File: config.mk
export PLATFORM = sky130hd
export DESIGN_NAME = ram_input_loader
export DESIGN_NICKNAME = d
export VERILOG_FILES = /design/src/rtl/ram_input_loader.sv
export SDC_FILE = /design/constraint.sdc
export NUM_CORES = 1
export LEC_CHECK = 0
export BUFFER_PORTS_ARGS = -buffer_cell sky130_fd_sc_hd__buf_2
export CORE_UTILIZATION = 51
export DETAILED_ROUTE_END_ITERATION = 10
export MAX_ROUTING_LAYER = met4
export PLACE_DENSITY_LB_ADDON = 0.15
export SYNTH_ARGS = -nofsm -noshare
export SYNTH_HDL_FRONTEND = slang
export SYNTH_SLANG_ARGS = --single-unit
File: constraint.sdc
create_clock -name clk -period 5.92 [get_ports clk]
set_input_delay 0.888 -clock clk [delete_from_list [all_inputs] [get_ports clk]]
set_output_delay 0.888 -clock clk [all_outputs]
set_load 0.005 [all_outputs]
File: src/rtl/ram_input_loader.sv
// rtl/ram_input_loader.sv - raster pixel stream to banked input feature-map RAM write port
module ram_input_loader #(
    parameter int NUM_BANKS = 13,
    parameter int NUM_ROWS  = 19,
    parameter int DATA_W    = 16,
    parameter int ADDR_W    = 5
) (
    input  logic                 clk,
    input  logic                 rst,
    input  logic                 start,
    input  logic                 s_valid,
    output logic                 s_ready,
    input  logic                 s_last,
    input  logic [DATA_W-1:0]    s_data_c0,
    input  logic [DATA_W-1:0]    s_data_c1,
    input  logic [DATA_W-1:0]    s_data_c2,
    output logic [ADDR_W-1:0]    addr_write,
    output logic [NUM_BANKS-1:0] write_enable,
    output logic [DATA_W-1:0]    wdata_c0,
    output logic [DATA_W-1:0]    wdata_c1,
    output logic [DATA_W-1:0]    wdata_c2,
    output logic                 busy,
    output logic                 load_done,
    output logic                 frame_err
);

    typedef enum logic [1:0] {
        IDLE = 2'd0,
        LOAD = 2'd1,
        DONE = 2'd2
    } state_t;

    state_t            state;
    logic [3:0]        col;
    logic [ADDR_W-1:0] row;

    logic accept;
    logic last_pix;

    assign s_ready  = (state == LOAD);
    assign accept   = s_valid && s_ready;
    assign last_pix = (col == 4'(NUM_BANKS - 1)) && (row == ADDR_W'(NUM_ROWS - 1));

    always_ff @(posedge clk) begin
        if (rst) begin
            state        <= IDLE;
            col          <= '0;
            row          <= '0;
            addr_write   <= '0;
            write_enable <= '0;
            wdata_c0     <= '0;
            wdata_c1     <= '0;
            wdata_c2     <= '0;
            busy         <= 1'b0;
            load_done    <= 1'b0;
            frame_err    <= 1'b0;
        end else begin
            write_enable <= '0;
            load_done    <= 1'b0;
            case (state)
                IDLE: begin
                    if (start) begin
                        state     <= LOAD;
                        col       <= '0;
                        row       <= '0;
                        busy      <= 1'b1;
                        frame_err <= 1'b0;
                    end
                end
                LOAD: begin
                    if (accept) begin
                        write_enable <= NUM_BANKS'(1) << col;
                        addr_write   <= row;
                        wdata_c0     <= s_data_c0;
                        wdata_c1     <= s_data_c1;
                        wdata_c2     <= s_data_c2;
                        // Frame ends on the last pixel or an early s_last; a mismatch between the two is a framing error.
                        if (last_pix || s_last) begin
                            state     <= DONE;
                            load_done <= 1'b1;
                            if (last_pix != s_last) begin
                                frame_err <= 1'b1;
                            end
                        end else if (col == 4'(NUM_BANKS - 1)) begin
                            col <= '0;
                            row <= row + 1'b1;
                        end else begin
                            col <= col + 1'b1;
                        end
                    end
                end
                DONE: begin
                    state <= IDLE;
                    busy  <= 1'b0;
                end
                default: begin
                    state <= IDLE;
                    busy  <= 1'b0;
                end
            endcase
        end
    end

endmodule
==> metrics.cfg <==
[clock_network]
cts_resized = 0
numCtsBuffers = 9
cts.sink_count = 80
postCtsHoldBufs = 0
root_buffer = clkbuf_8
cts.htree.levels = 3
cts_tree = built
cts_buffer_depth = 2
clk_pin_slew_ns = 0.08
cts_setup_buffers = 0
insertion_delay_ns = 0.33

[synth]
ys_seq_area_share_pct = 52.42
syn_area_per_cell_um2 = 8.511
synth_cell_type_count = 40
synthArstFlopShare_pct = 0
postSynthCellCount = 359
netlist_area_um2 = 3055
synth-seq-cells = 80
synth_nets = 420
synth_ff_type = dfxtp_1
synth-edff-count = 0
yosys_warnings = 0

[die]
die_width_um = 79.40
num_io_pins = 123
dieArea_um2 = 6304
initial_utilization_pct = 54.16
coreArea_um2 = 5642
die-height_um = 79.40
rows = 27

[cells_and_area]
diodes = 0
stdcell_area_um2 = 3796
drive_above_1_share_pct = 30.21
n_fill_cell = 490
areaGrowthSynthToFinish_pct = 24.24
utilization_pct = 67.29
final_nets = 527
fin_cells = 542

[status]
status = finished, final reports clean

[hold_path]
holdPathEnd = wdata_c1[4]
hold_depth = 2
hold_start = wdata_c1[4]
hp-class = register to register

[global_route]
grt_pass1_wl_um = 10810
overflow = 0
grt_max_degree = 77
grtUsageTotal_pct = 22.53
antenna_found_initial = 0
grt_pass1_vias = 2511

[timing]
slew_viol_final = 0
timing.fmax_mhz = 412.9
max-slew-margin-rel_pct = 37.11
hold_violations = 0
setup_viol = 0
period_share_pct = 40.91
tns_ns = 0
rsz0062_at_grt = false
skew_ns = 0.007985
worst_hold_slack_ns = 0.4526
worst_slew_pin_slew_ns = 0.9434
period_minus_slack_ns = 2.422

[detailed_routing]
routed_wl_um = 6671
initialDrtViolationCount = 93
dr.pass1.iters = 4
antenna_left = 0
drc = 0
via_per_inst = 5.055
vias = 2740
avgRoutedWirePerCell_um = 12.31

[worst_setup_path]
crit_family = simple AND/OR/NAND/NOR gates
critPathCaptureType = register
arrival_ns = 2.67
cpMostUsedCell = ha_1
rr_startpoint = col[0]
critical_path_buf_inv_count = 1
max_stage_delay_ns = 0.44
critPathKind = register to register
reg2reg_to = col[1]
r2r_slack_ns = 3.50
cp.required_ns = 6.17
cp_cell_sequence = inv_1 -> ha_1 -> and3_1 -> nand4_1 -> ha_1 -> nand4b_4 -> or4_1 -> a21oi_1
worst_r2r_path_depth = 8
cp_max_fo = 9
crit_slowest_cell = or4_1
startpoint_type = register

[power_and_ir_drop]
pwr_density_cell_nw_per_um2 = 264.0
p_leak_uw = 0.001724
irDropWorstVdd_v = 0.0001521

[placed_design]
placed_cells = 527
portBuffers = 122
place_congestion = 0.8112
dpl_cell_area_um2 = 3623
place_hpwl_um = 4389

[flow_run]
drv_cap = 0

==> worst max-delay path by stage <==
stage	from	slack [ns]	cells past startpoint	to
6_report	col[0]	3.50	8	col[1]
5_1_grt	col[0]	3.33	8	col[1]
4_1_cts	col[0]	3.50	8	col[1]
3_5_place_dp	rst	3.43	5	row[4]
3_3_place_gp	rst	3.45	5	row[4]
2_1_floorplan	col[0]	3.90	9	col[1]
==> synth_stat cells (2+ instances only) <==
master / instances / area [um2]
a21oi_1: 55 / 275.3
a22oi_1: 2 / 15.01
and2_1: 7 / 43.79
and3_1: 5 / 31.28
buf_2: 11 / 55.05
buf_4: 4 / 30.03
clkbuf_1: 9 / 33.78
dfxtp_1: 80 / 1602
ha_1: 8 / 100.1
inv_1: 11 / 41.29
nand2_1: 110 / 412.9
nand2b_1: 2 / 12.51
nand3_1: 6 / 30.03
nand3b_1: 2 / 15.01
nand4_1: 5 / 31.28
nor2_1: 2 / 7.510
nor2b_1: 2 / 12.51
nor3_1: 7 / 35.03
o211ai_1: 2 / 15.01
o22ai_1: 2 / 12.51
o311ai_1: 2 / 17.52
o31ai_1: 2 / 15.01
or3b_1: 2 / 17.52
or4_1: 5 / 37.54
==> cells in the final DEF (no fill, tap or decap), drive strengths merged, types with 2 or more instances in the layout <==
master	instances
o311ai	2
nand3b	3
dfxtp	80
nand4	5
nor4	2
a22oi	2
nand3	6
nand2b	2
o22ai	2
nor3	7
ha	8
inv	11
buf	123
or4	5
or3b	2
o31ai	2
and2	7
a21oi	55
clkinv	2
clkbuf	12
nor2	2
nor2b	2
o211ai	2
nand2	110
and3	5
==> report_power, final <==
group	total (uW)	leakage, uW	switching, uW	internal, uW
Combinational	86.9	0.000987	49.3	37.5
Clock	352	0.0000882	180	172
Sequential	563	0.000649	9.66	553
==> routing by layer <==
layer  track usage, %  up-vias  routed length (um)
li1                 -     1408                   -
met1            26.66     1231                3117
met2            37.24       93                3128
met3            4.914        8                 350
met4            9.091        0                  75
met5                -        -                   0
==> area by class of cell <==
cell class	instances	area, um2	share of cell area, %
Tap cell	72	90.09	2.373
Multi-Input combinational cell	241	1272	33.52
Timing Repair Buffer	123	618.1	16.28
Inverter	11	41.29	1.088
Clock buffer	12	155.1	4.087
Clock inverter	3	17.52	0.4614
Sequential cell	80	1602	42.19
==> worst min-delay path: stages, from the launching register on <==
cell,delay [ns]
dfxtp_1,0.31
nand2_1,0.05
a21oi_1,0.05
==> flip-flops by register name (all words and copies together), names as in the netlist <==
name          flops
busy              1
wdata_c2         16
write_enable     13
frame_err         1
col               4
wdata_c0         16
wdata_c1         16
load_done         1
addr_write        5
row               5
state             2
==> logic make-up after synthesis <==
group,Yosys count,share of synthesized area (%)
adders and majority gates,8,3.276
DFF,80,52.42
buffers and inverters,38,5.979
AOI/OAI and AO/OA,69,12.41
and+or+nand+nor,164,25.92
==> per-stage QoR <==
stage / setup WS [ns] / total power (uW)
5_1_grt: 3.332 / 1052
3_3_place_gp: 3.452 / 661.2
4_1_cts: 3.504 / 1016
2_1_floorplan: 3.898 / 625.8
6_report: 3.498 / 1002
3_5_place_dp: 3.428 / 662.9
(Power assumes the default switching activity.)
